**config.mk**
```make
export PLATFORM = sky130hd
export DESIGN_NAME = pin_entry_flat
export DESIGN_NICKNAME = d
export VERILOG_FILES = /design/src/rtl/atm_pkg.sv /design/src/rtl/pin_entry_if.sv /design/src/rtl/btn_edge.sv /design/src/rtl/pin_entry.sv /design/src/flat_wrapper.sv
export SDC_FILE = /design/constraint.sdc
export NUM_CORES = 1
export LEC_CHECK = 0
export ABC_AREA = 1
export BUFFER_PORTS_ARGS = -buffer_cell sky130_fd_sc_hd__buf_2
export CORE_ASPECT_RATIO = 1.2
export CORE_MARGIN = 1
export CORE_UTILIZATION = 53
export CTS_BUF_LIST = sky130_fd_sc_hd__clkbuf_4 sky130_fd_sc_hd__clkbuf_8 sky130_fd_sc_hd__clkbuf_16
export DETAILED_ROUTE_END_ITERATION = 8
export PLACE_DENSITY = 0.87
export SETUP_SLACK_MARGIN = 0.2
export SYNTH_ARGS = -nofsm -noshare
export SYNTH_HDL_FRONTEND = slang
export SYNTH_SLANG_ARGS = --single-unit
```
**constraint.sdc**
```tcl
create_clock -name clk -period 2 [get_ports clk]
set_clock_uncertainty 0.1 [all_clocks]
set_input_delay 0 -clock clk [delete_from_list [all_inputs] [get_ports clk]]
set_output_delay 0 -clock clk [all_outputs]
set_load 0.005 [all_outputs]
```
**src/rtl/atm_pkg.sv**
```systemverilog
// Shared types and constants for the ATM PIN entry block.
// Digits are BCD, digit 0 sits in the least significant nibble of a PIN.
package atm_pkg;

  typedef enum logic [1:0] {
    ENTRY = 2'd0,
    CHECK = 2'd1,
    GRANT = 2'd2,
    LOCK  = 2'd3
  } state_t;

  localparam int NUM_DIGITS = 4;
  localparam int BCD_W      = 4;
  localparam int PIN_W      = NUM_DIGITS * BCD_W;

  // BCD increment that rolls 9 back to 0, so a digit never leaves 0..9.
  function automatic logic [BCD_W-1:0] bcd_inc(input logic [BCD_W-1:0] d);
    return (d >= 4'd9) ? '0 : d + 4'd1;
  endfunction

endpackage

```
**src/rtl/pin_entry_if.sv**
```systemverilog
// Front-panel bundle between the button/PIN source and pin_entry.
// Buttons are debounced pulses that may stay high for many cycles; no
// valid/ready handshake exists: pin_ok/pin_fail are one-cycle pulses, and
// granted/locked are levels.
interface pin_entry_if;
  import atm_pkg::*;

  logic             btn_inc;
  logic             btn_next;
  logic             btn_enter;
  logic             btn_cancel;
  logic [PIN_W-1:0] stored_pin;
  logic [PIN_W-1:0] entered_pin;
  logic [1:0]       digit_idx;
  logic [1:0]       attempts_left;
  logic             granted;
  logic             locked;
  logic             pin_ok;
  logic             pin_fail;
  state_t           dbg_state;

  modport master (
    output btn_inc, btn_next, btn_enter, btn_cancel, stored_pin,
    input  entered_pin, digit_idx, attempts_left, granted, locked,
           pin_ok, pin_fail, dbg_state
  );

  modport slave (
    input  btn_inc, btn_next, btn_enter, btn_cancel, stored_pin,
    output entered_pin, digit_idx, attempts_left, granted, locked,
           pin_ok, pin_fail, dbg_state
  );

endinterface

```
**src/rtl/btn_edge.sv**
```systemverilog
// Two-flop register of a long debounced pulse plus a one-cycle rising-edge strobe.
// Both flops reset to 1 so a button held through reset never strobes.
module btn_edge (
  input  logic clk,
  input  logic rst,
  input  logic din,
  output logic strobe
);

  logic q1_q, q1_d;
  logic q2_q, q2_d;

  always_comb begin
    q1_d = din;
    q2_d = q1_q;
  end

  always_ff @(posedge clk or posedge rst) begin
    if (rst) begin
      q1_q <= 1'b1;
      q2_q <= 1'b1;
    end else begin
      q1_q <= q1_d;
      q2_q <= q2_d;
    end
  end

  assign strobe = q1_q & ~q2_q;

endmodule

```
**src/rtl/pin_entry.sv**
```systemverilog
// PIN entry session controller: builds a BCD PIN from button strobes, checks
// it against the stored PIN, grants a session or locks out after repeated failures.
module pin_entry
  import atm_pkg::*;
#(
  parameter int MAX_ATTEMPTS = 3,
  parameter int LOCK_CYCLES  = 400_000_000
) (
  input logic         clk,
  input logic         rst,
  pin_entry_if.slave  bus
);

  localparam int               CNT_W    = (LOCK_CYCLES > 1) ? $clog2(LOCK_CYCLES) : 1;
  localparam logic [1:0]       ATT_MAX  = 2'(MAX_ATTEMPTS);
  localparam logic [CNT_W-1:0] CNT_LOAD = CNT_W'(LOCK_CYCLES - 1);

  state_t           state_q, state_d;
  logic [PIN_W-1:0] pin_q, pin_d;
  logic [1:0]       idx_q, idx_d;
  logic [1:0]       att_q, att_d;
  logic [CNT_W-1:0] cnt_q, cnt_d;
  logic             granted_q, granted_d;
  logic             locked_q, locked_d;
  logic             ok_q, ok_d;
  logic             fail_q, fail_d;
  logic [1:0]       att_dec;

  logic s_inc, s_next, s_enter, s_cancel;

  btn_edge u_inc    (.clk(clk), .rst(rst), .din(bus.btn_inc),    .strobe(s_inc));
  btn_edge u_next   (.clk(clk), .rst(rst), .din(bus.btn_next),   .strobe(s_next));
  btn_edge u_enter  (.clk(clk), .rst(rst), .din(bus.btn_enter),  .strobe(s_enter));
  btn_edge u_cancel (.clk(clk), .rst(rst), .din(bus.btn_cancel), .strobe(s_cancel));

  assign att_dec = (att_q == 2'd0) ? 2'd0 : att_q - 2'd1;

  always_comb begin
    state_d = state_q;
    pin_d   = pin_q;
    idx_d   = idx_q;
    att_d   = att_q;
    cnt_d   = cnt_q;
    ok_d    = 1'b0;
    fail_d  = 1'b0;
    case (state_q)
      // if/else chain enforces cancel > enter > next > inc
      ENTRY: begin
        if (s_cancel) begin
          pin_d = '0;
          idx_d = '0;
        end else if (s_enter) begin
          state_d = CHECK;
        end else if (s_next) begin
          idx_d = idx_q + 2'd1;
        end else if (s_inc) begin
          pin_d[idx_q*BCD_W +: BCD_W] = bcd_inc(pin_q[idx_q*BCD_W +: BCD_W]);
        end
      end
      CHECK: begin
        if (pin_q == bus.stored_pin) begin
          ok_d    = 1'b1;
          att_d   = ATT_MAX;
          state_d = GRANT;
        end else begin
          fail_d = 1'b1;
          att_d  = att_dec;
          pin_d  = '0;
          idx_d  = '0;
          if (att_dec == 2'd0) begin
            state_d = LOCK;
            cnt_d   = CNT_LOAD;
          end else begin
            state_d = ENTRY;
          end
        end
      end
      GRANT: begin
        if (s_cancel) begin
          pin_d   = '0;
          idx_d   = '0;
          state_d = ENTRY;
        end
      end
      LOCK: begin
        if (cnt_q == '0) begin
          att_d   = ATT_MAX;
          state_d = ENTRY;
        end else begin
          cnt_d = cnt_q - 1'b1;
        end
      end
      default: state_d = ENTRY;
    endcase
    granted_d = (state_d == GRANT);
    locked_d  = (state_d == LOCK);
  end

  always_ff @(posedge clk or posedge rst) begin
    if (rst) begin
      state_q   <= ENTRY;
      pin_q     <= '0;
      idx_q     <= '0;
      att_q     <= ATT_MAX;
      cnt_q     <= '0;
      granted_q <= 1'b0;
      locked_q  <= 1'b0;
      ok_q      <= 1'b0;
      fail_q    <= 1'b0;
    end else begin
      state_q   <= state_d;
      pin_q     <= pin_d;
      idx_q     <= idx_d;
      att_q     <= att_d;
      cnt_q     <= cnt_d;
      granted_q <= granted_d;
      locked_q  <= locked_d;
      ok_q      <= ok_d;
      fail_q    <= fail_d;
    end
  end

  assign bus.entered_pin   = pin_q;
  assign bus.digit_idx     = idx_q;
  assign bus.attempts_left = att_q;
  assign bus.granted       = granted_q;
  assign bus.locked        = locked_q;
  assign bus.pin_ok        = ok_q;
  assign bus.pin_fail      = fail_q;
  assign bus.dbg_state     = state_q;

endmodule

```
**src/flat_wrapper.sv**
```systemverilog
// flat-port wrapper written by rule: the top's interface ports become plain ports
module pin_entry_flat import atm_pkg::*;
#(
  parameter int MAX_ATTEMPTS = 3,
  parameter int LOCK_CYCLES  = 400_000_000
)
  (clk, rst, bus_btn_inc, bus_btn_next, bus_btn_enter, bus_btn_cancel, bus_stored_pin, bus_entered_pin, bus_digit_idx, bus_attempts_left, bus_granted, bus_locked, bus_pin_ok, bus_pin_fail, bus_dbg_state);
  pin_entry_if bus_i ();
  input logic clk;
  input logic rst;
  input wire logic [$bits(bus_i.btn_inc)-1:0] bus_btn_inc;
  input wire logic [$bits(bus_i.btn_next)-1:0] bus_btn_next;
  input wire logic [$bits(bus_i.btn_enter)-1:0] bus_btn_enter;
  input wire logic [$bits(bus_i.btn_cancel)-1:0] bus_btn_cancel;
  input wire logic [$bits(bus_i.stored_pin)-1:0] bus_stored_pin;
  output wire logic [$bits(bus_i.entered_pin)-1:0] bus_entered_pin;
  output wire logic [$bits(bus_i.digit_idx)-1:0] bus_digit_idx;
  output wire logic [$bits(bus_i.attempts_left)-1:0] bus_attempts_left;
  output wire logic [$bits(bus_i.granted)-1:0] bus_granted;
  output wire logic [$bits(bus_i.locked)-1:0] bus_locked;
  output wire logic [$bits(bus_i.pin_ok)-1:0] bus_pin_ok;
  output wire logic [$bits(bus_i.pin_fail)-1:0] bus_pin_fail;
  output wire logic [$bits(bus_i.dbg_state)-1:0] bus_dbg_state;
  assign bus_i.btn_inc = bus_btn_inc;
  assign bus_i.btn_next = bus_btn_next;
  assign bus_i.btn_enter = bus_btn_enter;
  assign bus_i.btn_cancel = bus_btn_cancel;
  assign bus_i.stored_pin = bus_stored_pin;
  assign bus_entered_pin = bus_i.entered_pin;
  assign bus_digit_idx = bus_i.digit_idx;
  assign bus_attempts_left = bus_i.attempts_left;
  assign bus_granted = bus_i.granted;
  assign bus_locked = bus_i.locked;
  assign bus_pin_ok = bus_i.pin_ok;
  assign bus_pin_fail = bus_i.pin_fail;
  assign bus_dbg_state = bus_i.dbg_state;
  pin_entry #(.MAX_ATTEMPTS(MAX_ATTEMPTS), .LOCK_CYCLES(LOCK_CYCLES)) u_core (.clk(clk), .rst(rst), .bus(bus_i));
endmodule
```
==> metrics.txt, run 1 <==
switching portion of total power 49.12%; Worst Path Max Fanout 8; clock sinks between 60 and 70; hold path depth 7; combinational power share 57.0%; core area 0.007707 sq mm; Skew-Pair Late Insertion Delay 0.36 ns; fin cells 837; clk buf depth 2; critical path's largest stage delay approximately 0.47 ns; 1st-pass router iterations 6; GRT Util Overall 28.41%; Yosys reg bits 63; Min Hold Slack 0.06885 ns; critical path class flip-flop to flip-flop; Die Y 99.74 um; Cell Rows 35; DRC 0; area of the die 0.008322 sq mm; Hold Crit Start bus_stored_pin[12]; TritonCTS clock tree built; CTS H-tree lvls 3; Ys Warns 0; NetSw 3.577 mW; # Max-Cap Violations 0; first-pass GRT wire length 18790 um; count of boundary I/O pins 48; setup slack at placement -0.1123 ns; # placed instances approximately 780; Initial Util 54.74%; area grow syn2layout 31.55%; Worst setup EP type flip-flop; root buffer cell clkbuf_8; R2R Setup Slk -0.008 ns; PortBufs 47; ys async rst share 100.0%; Final ANT Viol Nets 0; CP most frequent cell nand2_1; Worst Tran Pin Value 0.6111 ns; Reg clk slew, reported paths 0.08 ns; reg-to-reg critical path startpoint u_core.bus.digit_idx[0]; Area after DPL around 0.0046 sq mm; Crit path max-delay family simple AND/OR/NAND/NOR gates; crit-path cells inv_4 -> nand2_1 -> o211ai_1 -> nand2_1 -> inv_2 -> ha_2 -> nand3b_1 -> nand2_4 -> nand3_2 -> nor2_2 -> nand2_1 -> nand2_1; Pwr Density 1312 mW/mm^2; Bufs and invs on worst path 2; initial antenna violation count 0; final net count 775; crit path DAT 2.21 ns; fin. max-slew vios 0; post-route setup slack -0.007599 ns; Detailed Place HPWL 7777 um; max_slew headroom about three fifths; worst min-delay path class input port to flip-flop; maximum VDD drop 0.9606 mV; post-synthesis instance total approximately 640; share of cells above drive strength 1 roughly a third; Fmax achieved 0.4981 GHz; vias per cell between 5 and 6; unrepaired setup endpoints after global routing yes; sequential-to-total area share from yosys stat 37.66%; final worst-path cycle share 100.4%; Fin Setup TNS -0.01071 ns; GR Overflow Total 0; Num CTS Buffers 9; total wire length between 10000 and 15000 um; Iteration-0 DRC Markers 315; violated checks setup timing; maximum number of pins on one net before global-route repair 29; Final min period 2.008 ns; Final Wtd Congestion about 0.97; P_leak approximately 2.9 nW; vias in the first global route 4241; Chip Width 83.45 um; Reg power frac 29.1%; routed via count 4594; DR WL/cell 14.82 um; slowest stage cell, crit path dfrtp_2; internal power 3.704 mW; clock share of power 13.9%; Setup crit start kind flip-flop; syn nets 676; number of synthesized flops with an enable pin 0; Final Hold Fails 0; worst r2r path cells 12; Post-synth top flop dfrtp_1; synthesized area per cell 6.582 sq um; Post-Synthesis Cell Area 0.004219 sq mm; reg2reg end u_core.bus.entered_pin[7]; fin area 0.005550 sq mm; CP required between 2 and 2.5 ns; final-report setup violation count 2; Unique masters post-synth 28; WHS Endpoint u_core.bus.pin_fail; n_diodes 0; status complete, but fails checks
power groups by stage:
stage	sequential [mW]	combinational (mW)	clock (mW)
after global routing	2.15	4.57	1.08
after global placement	2.02	2.89	0
after CTS	2.01	3.49	1.02
after floorplan	1.94	2.33	0
final	2.12	4.15	1.01
after detailed placement	2.03	3.02	0
state kept, by name, indices dropped and copies added, names as in the netlist:
name	cells
u_core.bus.attempts_left	2
u_core.bus.dbg_state	2
u_core.bus.digit_idx	2
u_core.bus.entered_pin	16
u_core.bus.granted	1
u_core.bus.locked	1
u_core.bus.pin_fail	1
u_core.bus.pin_ok	1
u_core.cnt_q	29
u_core.u_cancel.q1_q	1
u_core.u_cancel.q2_q	1
u_core.u_enter.q1_q	1
u_core.u_enter.q2_q	1
u_core.u_inc.q1_q	1
u_core.u_inc.q2_q	1
u_core.u_next.q1_q	1
u_core.u_next.q2_q	1
area by class of cell:
cell class / count / area, sq um
Inverter: 63 / 241.5
Clock buffer: 10 / 131.4
Sequential cell: 63 / 1603
Tap cell: 92 / 115.1
Timing Repair Buffer: 99 / 733.2
Fill cell: 605 / 2157
Clock inverter: 6 / 45.04
Multi-Input combinational cell: 504 / 2681
cells by family after synthesis:
| group | count (synthesis) | synth area share (%) |
|---|---|---|
| fa+ha+maj | 13 | 3.855 |
| buf+inv | 77 | 8.096 |
| flops | 63 | 37.66 |
| xor+xnor | 14 | 2.906 |
| simple gates | 459 | 45.43 |
| compound gates | 15 | 2.046 |
layout by cell type, fill, tap and decap left out, types with 5 or more instances in the layout:
cell / n
nand4_1: 6
nand3_1: 63
nor2_4: 10
nand2_2: 35
dfstp_2: 10
clkbuf_8: 9
or2_2: 18
nand2_1: 212
xor2_1: 9
buf_6: 8
ha_1: 9
dfrtp_1: 42
nor2_1: 72
nor2_2: 27
xnor2_1: 5
inv_1: 51
inv_2: 10
dlygate4sd3_1: 5
buf_2: 47
dfrtp_2: 11
buf_4: 34
through the flow:
step	util, %	total power, mW
detailed placement	60.08	5.048
finish	72.01	7.281
global placement	60.08	4.906
global route	72.01	7.800
floorplan	-	4.276
CTS	67.19	6.514
cells in the mapped netlist, types with 2 or more instances:
library cell,number,area [sq um]
a21oi_1,4,20.02
buf_2,2,10.01
buf_4,3,22.52
buf_6,5,56.30
clkbuf_1,4,15.01
dfrtp_1,53,1326
dfstp_2,10,262.8
ha_1,13,162.7
inv_1,59,221.5
inv_2,3,11.26
nand2_1,251,942.2
nand3_1,68,340.3
nand3b_1,3,22.52
nand4_1,6,37.54
nor2_1,105,394.1
nor2_2,4,25.02
o211ai_1,4,30.03
o21ai_0,4,20.02
o21ai_1,2,10.01
or2_2,18,112.6
xnor2_1,5,43.79
xor2_1,9,78.83
what timing repair did:
| action | CTS | global route |
|---|---|---|
| pin swaps | 19 | 27 |
| endpoints found under the hold margin | 30 | 0 |
| setup endpoints to repair | 51 | 51 |
| gates resized for setup | 47 | 81 |
| hold buffers | 5 | 0 |
| cloned | 3 | 2 |
| buffers inserted | 14 | 14 |
how the worst max path moves through the flow:
stage	from	cells past startpoint	slack [ns]	end
floorplan	u_core.bus.digit_idx[0]	13	0.06	u_core.bus.entered_pin[4]
global route	u_core.bus.digit_idx[0]	13	-0.13	u_core.bus.entered_pin[2]
CTS	u_core.bus.digit_idx[0]	9	0.04	u_core.bus.entered_pin[7]
finish	u_core.bus.digit_idx[0]	12	-0.008	u_core.bus.entered_pin[7]
global placement	u_core.bus.digit_idx[0]	12	-0.07	u_core.bus.entered_pin[4]
detailed placement	u_core.bus.digit_idx[0]	12	-0.11	u_core.bus.entered_pin[4]
routing by layer:
metal	part of all wire, %	track usage (%)
met1	38	31.02
met2	52	52.14
met3	5.9	4.232
met4	4.5	17.08
met5	0	0
tightest hold or removal path, cell delays in order:
cell and delay [ns]:
buf_2 0.08, nand2_1 0.04, nand2_1 0.05, nor2_1 0.04, nand2_1 0.09, nor2_4 0.06
a21oi_1 0.11
(Power assumes the default switching activity.)
==> inputs of run 2 (changes only) <==
Settings changed: CELL_PAD_IN_SITES_DETAIL_PLACEMENT from default to 1, CELL_PAD_IN_SITES_GLOBAL_PLACEMENT from default to 1, CORE_UTILIZATION 53 to 38, PLACE_DENSITY 0.87 to 0.88.
==> metrics.txt, run 2 (synthesis results as in run 1) <==
DR WL/cell 20.63 um (+39%); DRC 6 (+6); final worst-path cycle share 121.6% (+21 points); Skew-Pair Late Insertion Delay 0.35 ns (about the same); Min Hold Slack 0.1281 ns (+0.05922 ns); Final ANT Viol Nets 0 (unchanged); Crit path max-delay family simple AND/OR/NAND/NOR gates; unrepaired setup endpoints after global routing yes; violated checks DRC, setup timing; CTS H-tree lvls 3 (unchanged); Detailed Place HPWL 9946 um (+28%); first-pass GRT wire length 24840 um (+32%); Area after DPL 0.004730 sq mm (+2.1%); PortBufs 47 (unchanged); vias per cell 5.563 (+1.4%); GR Overflow Total 0 (unchanged); Most flops, register u_core.cnt_q; max_slew headroom 65.33% (+6.1 points); setup slack at placement -0.1572 ns (-0.04495 ns); critical path's largest stage delay 0.51 ns (+0.04 ns); final-report setup violation count 47 (+45); Chip Width 98.19 um (+18%); area of the die 0.01153 sq mm (+39%); fin area 0.005694 sq mm (+2.6%); CP required 2.09 ns (-0.11 ns); post-route setup slack -0.4317 ns (-0.4241 ns); clk buf depth 2 (unchanged); Reg clk slew, reported paths 0.07 ns (about the same); max reg flops 29 (unchanged); critical path class flip-flop to flip-flop; P_leak 2.871 nW (about the same); Num CTS Buffers 9 (unchanged); fin. max-slew vios 0 (unchanged); vias in the first global route 5036 (+19%); Initial Util 39.54% (-15 points); Final min period 2.432 ns (+0.4241 ns); final net count 776 (+0.13%); reg2reg end u_core.bus.entered_pin[1]; Final Wtd Congestion 0.9438 (-2.9%); total wire length 18060 um (+46%); Setup crit start kind flip-flop; Cell Rows 41 (+17%); count of boundary I/O pins 48 (unchanged); Power, Total 8.486 mW (+17%); R2R Setup Slk -0.43 ns (-0.42 ns); worst r2r path cells 12 (unchanged); Worst Path Max Fanout 8 (unchanged); Fmax achieved 0.4112 GHz (-17%); root buffer cell clkbuf_16; GRT Util Overall 27.60% (-0.82 points); Worst Tran Pin Value 0.5193 ns (-0.09189 ns); Final Hold Fails 0 (unchanged); Worst setup EP type flip-flop; reg-to-reg critical path startpoint u_core.bus.digit_idx[0]; fillcell total 1368 (+130%); clock sinks 63 (unchanged); Pwr Density 1490 mW/mm^2 (+14%); routed via count 4868 (+6.0%); Die Y 117.4 um (+18%); Iteration-0 DRC Markers 232 (-26%); maximum number of pins on one net before global-route repair 43 (+48%); crit path DAT 2.52 ns (+0.31 ns); initial antenna violation count 0 (unchanged); n_diodes 0 (unchanged); Bufs and invs on worst path 2 (unchanged); commonest cells after routing, fill and taps aside nand2_1, nor2_1, nand3_1; CP most frequent cell nand2_1; core area 0.01067 sq mm (+38%); Util after Layout 53.37% (-19 points); share of cells above drive strength 1 32.84% (-1.1 points); status complete, but fails checks; maximum VDD drop 0.6423 mV (-33%); area grow syn2layout 34.96%; slowest stage cell, crit path dfrtp_2; # Max-Cap Violations 0 (unchanged); crit-path cells a21oi_1 -> o21ai_2 -> nand2_2 -> inv_2 -> ha_1 -> nand3b_1 -> nand2_4 -> buf_6 -> nand2_1 -> nor2_2 -> nand2_1 -> nand2_1; 1st-pass router iterations 7 (+1); TritonCTS clock tree built; most common cell after layout, fill and taps aside nand2_1; worst min-delay path class input port to async pin
==> run 2: repair_timing <==
item	4_1_cts	5_1_grt
hold buffers	5	0
buffers inserted	12	14
gates resized for setup	53	66
gates cloned	1	0
pin swaps	19	17
endpoints found under the hold margin	26	0
setup endpoints to repair	53	53
==> run 2: routing by layer <==
layer | share of wire [%] | routed length (um) | GRT usage, %
met5 | 0 | 0 | 0
met4 | 6.2 | 1125 | 15.95
met2 | 54 | 9693 | 50.75
met1 | 36 | 6467 | 29.18
met3 | 4.3 | 768 | 4.827
==> run 2: tightest hold or removal path, cell delays in order <==
cell	delay, ns
dlygate4sd3_1	0.53
buf_2	0.12
inv_2	0.38
==> run 2: how the worst max path moves through the flow <==
stage                                       start  cells past startpoint  slack (ns)                    endpoint
after global placement    u_core.bus.digit_idx[0]                     10       -0.04   u_core.bus.entered_pin[4]
after global routing      u_core.bus.digit_idx[0]                     12       -0.45   u_core.bus.entered_pin[1]
after CTS                    u_core.u_cancel.q1_q                     11        0.05  u_core.bus.entered_pin[14]
after detailed placement  u_core.bus.digit_idx[0]                     12       -0.16  u_core.bus.entered_pin[14]
after floorplan           u_core.bus.digit_idx[0]                     13        0.06   u_core.bus.entered_pin[4]
final                     u_core.bus.digit_idx[0]                     12       -0.43   u_core.bus.entered_pin[1]
==> run 2: per-stage QoR <==
step	TNS, ns	instances
floorplan	0	641
global placement	-0.1909	827
detailed placement	-1.312	827
CTS	0	861
global route	-8.992	875
finish	-5.902	875
==> run 2: area by class of cell <==
type | count | area, sq um | share of cell area (%)
multi-input cells | 502 | 2664 | 46.78
clock inverters | 5 | 36.28 | 0.6372
inverters | 63 | 240.2 | 4.219
flip-flops and latches | 63 | 1609 | 28.26
clock buffers | 11 | 275.3 | 4.834
repair buffers | 102 | 708.2 | 12.44
well taps | 129 | 161.4 | 2.835
==> run 2: report_power, final <==
group	switching [mW]	total, mW	leakage [nW]	internal [mW]
Clock	0.664	1.66	0.144	0.993
Sequential	0.454	2.11	0.762	1.66
Combinational	3.02	4.72	1.96	1.70
==> inputs of run 3 (changes only) <==
Settings changed: CORE_UTILIZATION 38 to 45, PLACE_DENSITY 0.88 to 0.95, SETUP_SLACK_MARGIN 0.2 to default.
Clock period 2 ns to 2.8 ns, I/O delays scaled along.
==> metrics.txt, run 3 (synthesis results as in run 1) <==
reg-to-reg critical path startpoint u_core.bus.digit_idx[0]; Area after DPL 0.004546 sq mm (-3.9%); clock sinks 63 (unchanged); setup slack at placement 0.3259 ns (+0.4831 ns); Util after Layout 52.84% (-0.53 points); Final Hold Fails 0 (unchanged); max_slew headroom 57.53% (-7.8 points); fin area 0.004798 sq mm (-16%); reg2reg end u_core.bus.entered_pin[6]; P_leak 2.571 nW (-10%); total wire length 13420 um (-26%); fin. max-slew vios 0 (unchanged); Final ANT Viol Nets 0 (unchanged); Pwr Density 922.3 mW/mm^2 (-38%); Chip Width 90.39 um (-7.9%); fin cells 825 (-5.7%); Iteration-0 DRC Markers 143 (-38%); Worst setup EP type flip-flop; CP required 2.99 ns (+0.90 ns); Fmax achieved 0.3930 GHz (-4.4%); unrepaired setup endpoints after global routing no; post-route setup slack 0.2554 ns (+0.6871 ns); Final min period 2.545 ns (+0.1129 ns); Worst Tran Pin Value 0.6361 ns (+0.1168 ns); Skew-Pair Late Insertion Delay 0.35 ns (about the same); routed via count 4392 (-9.8%); TritonCTS clock tree built; 1st-pass router iterations 6 (-1); PortBufs 47 (unchanged); n_diodes 0 (unchanged); R2R Setup Slk 0.26 ns (+0.69 ns); final net count 735 (-5.3%); vias per cell 5.324 (-4.3%); Power, Total 4.425 mW (-48%); critical path class flip-flop to flip-flop; Worst Path Max Fanout 12 (+4); DRC 0 (-6); Detailed Place HPWL 9802 um (-1.4%); core area 0.009081 sq mm (-15%); worst min-delay path class input port to flip-flop; area grow syn2layout 13.73%; max layer used met4; WL met1 5151 um (-20%); most common cell after layout, fill and taps aside nand2_1; CTS H-tree lvls 3 (unchanged); final-report setup violation count 0 (-100%); maximum VDD drop 0.4260 mV (-34%); hold path depth 7; Most flops, register u_core.cnt_q; Fin Setup TNS 0 ns (+5.902 ns); Cell Rows 38 (-7.3%); initial antenna violation count 0 (unchanged); worst r2r path cells 12 (unchanged); Num CTS Buffers 9 (unchanged); Final Wtd Congestion 1.012 (+7.2%); commonest cells after routing, fill and taps aside nand2_1, nor2_1, nand3_1; area of the die 0.009768 sq mm (-15%); status completed; first-pass GRT wire length 21580 um (-13%); Reg clk slew, reported paths 0.07 ns (about the same); Min Hold Slack 0.08227 ns (-0.04579 ns); max reg flops 29 (unchanged); final worst-path cycle share 90.88% (-31 points); clk buf depth 2 (unchanged); Die Y 108.1 um (-8.0%); GR Overflow Total 0 (unchanged); Hold Crit Start bus_stored_pin[8]; maximum number of pins on one net before global-route repair 31 (-28%); WHS Endpoint u_core.bus.pin_fail; Initial Util 46.46% (+6.9 points); # placed instances 800 (-3.3%); Routed met3 length 464 um (-40%); crit path DAT 2.74 ns (+0.22 ns); Setup crit start kind flip-flop; routed wl met2 7069 um (-27%); count of boundary I/O pins 48 (unchanged); GRT Util Overall 28.28% (+0.68 points); # Max-Cap Violations 0 (unchanged); share of cells above drive strength 1 16.17% (-17 points); DR WL/cell 16.26 um (-21%); root buffer cell clkbuf_8; vias in the first global route 4677 (-7.1%)
-- run 3: cell types whose count changed in the layout (fill, tap and decap cells not counted), moves of 11 or more --
cell / before / now
dfrtp_2: 16 / 0
nor2_2: 16 / 4
buf_4: 42 / 10
nand2_1: 231 / 251
nand2_2: 18 / 0
nor2_1: 74 / 105
clkbuf_16: 11 / 0
nor2_4: 19 / 0
dfrtp_1: 37 / 53
-- run 3: where the power goes --
part	switching [mW]	total, mW	internal (mW)
sequential	0.305	1.47	1.17
combinational	1.51	2.24	0.729
clock	0.365	0.712	0.346
total	2.18	4.43	2.24
-- run 3: area by class of cell --
cell class,count,area [sq um]
Clock inverter,4,22.52
Multi-Input combinational cell,501,2288
Sequential cell,63,1589
Inverter,63,241.5
Clock buffer,12,146.4
Tap cell,120,150.1
Fill cell,1238,4283
Timing Repair Buffer,62,360.3
-- run 3: worst max-delay path, stage by stage, from the launching register on --
cell and delay, ns:
dfrtp_1 0.62, clkinvlp_4 0.30, nand2_1 0.13, o211ai_1 0.09, nand2_1 0.14, inv_1 0.07, ha_1 0.19, nand3b_1 0.15
nand2_1 0.21, nand3_1 0.15, nor2_1 0.16, nand2_1 0.08, nand2_1 0.09
-- run 3: worst max-delay path by stage --
stage | from | end | slack [ns] | cells past startpoint
floorplan | u_core.bus.digit_idx[0] | u_core.bus.entered_pin[6] | 0.70 | 13
global placement | u_core.bus.digit_idx[0] | u_core.bus.entered_pin[14] | 0.50 | 12
detailed placement | u_core.bus.digit_idx[0] | u_core.bus.entered_pin[6] | 0.33 | 12
CTS | u_core.bus.digit_idx[0] | u_core.bus.entered_pin[6] | 0.29 | 12
global route | u_core.bus.digit_idx[0] | u_core.bus.entered_pin[13] | 0.05 | 12
finish | u_core.bus.digit_idx[0] | u_core.bus.entered_pin[6] | 0.26 | 12
-- run 3: metal layers --
metal	vias to the layer above	track usage [%]
li1	2098	-
met5	-	0
met3	59	5.345
met2	122	53.65
met1	2113	28.88
met4	0	16.94
-- run 3: timing repair --
| action | 4_1_cts | 5_1_grt |
|---|---|---|
| hold endpoints to repair | 31 | 0 |
| hold buffers | 5 | 0 |
| setup endpoints to repair | 0 | 2 |
| gates resized for setup | 0 | 1 |
| buffers inserted | 0 | 4 |
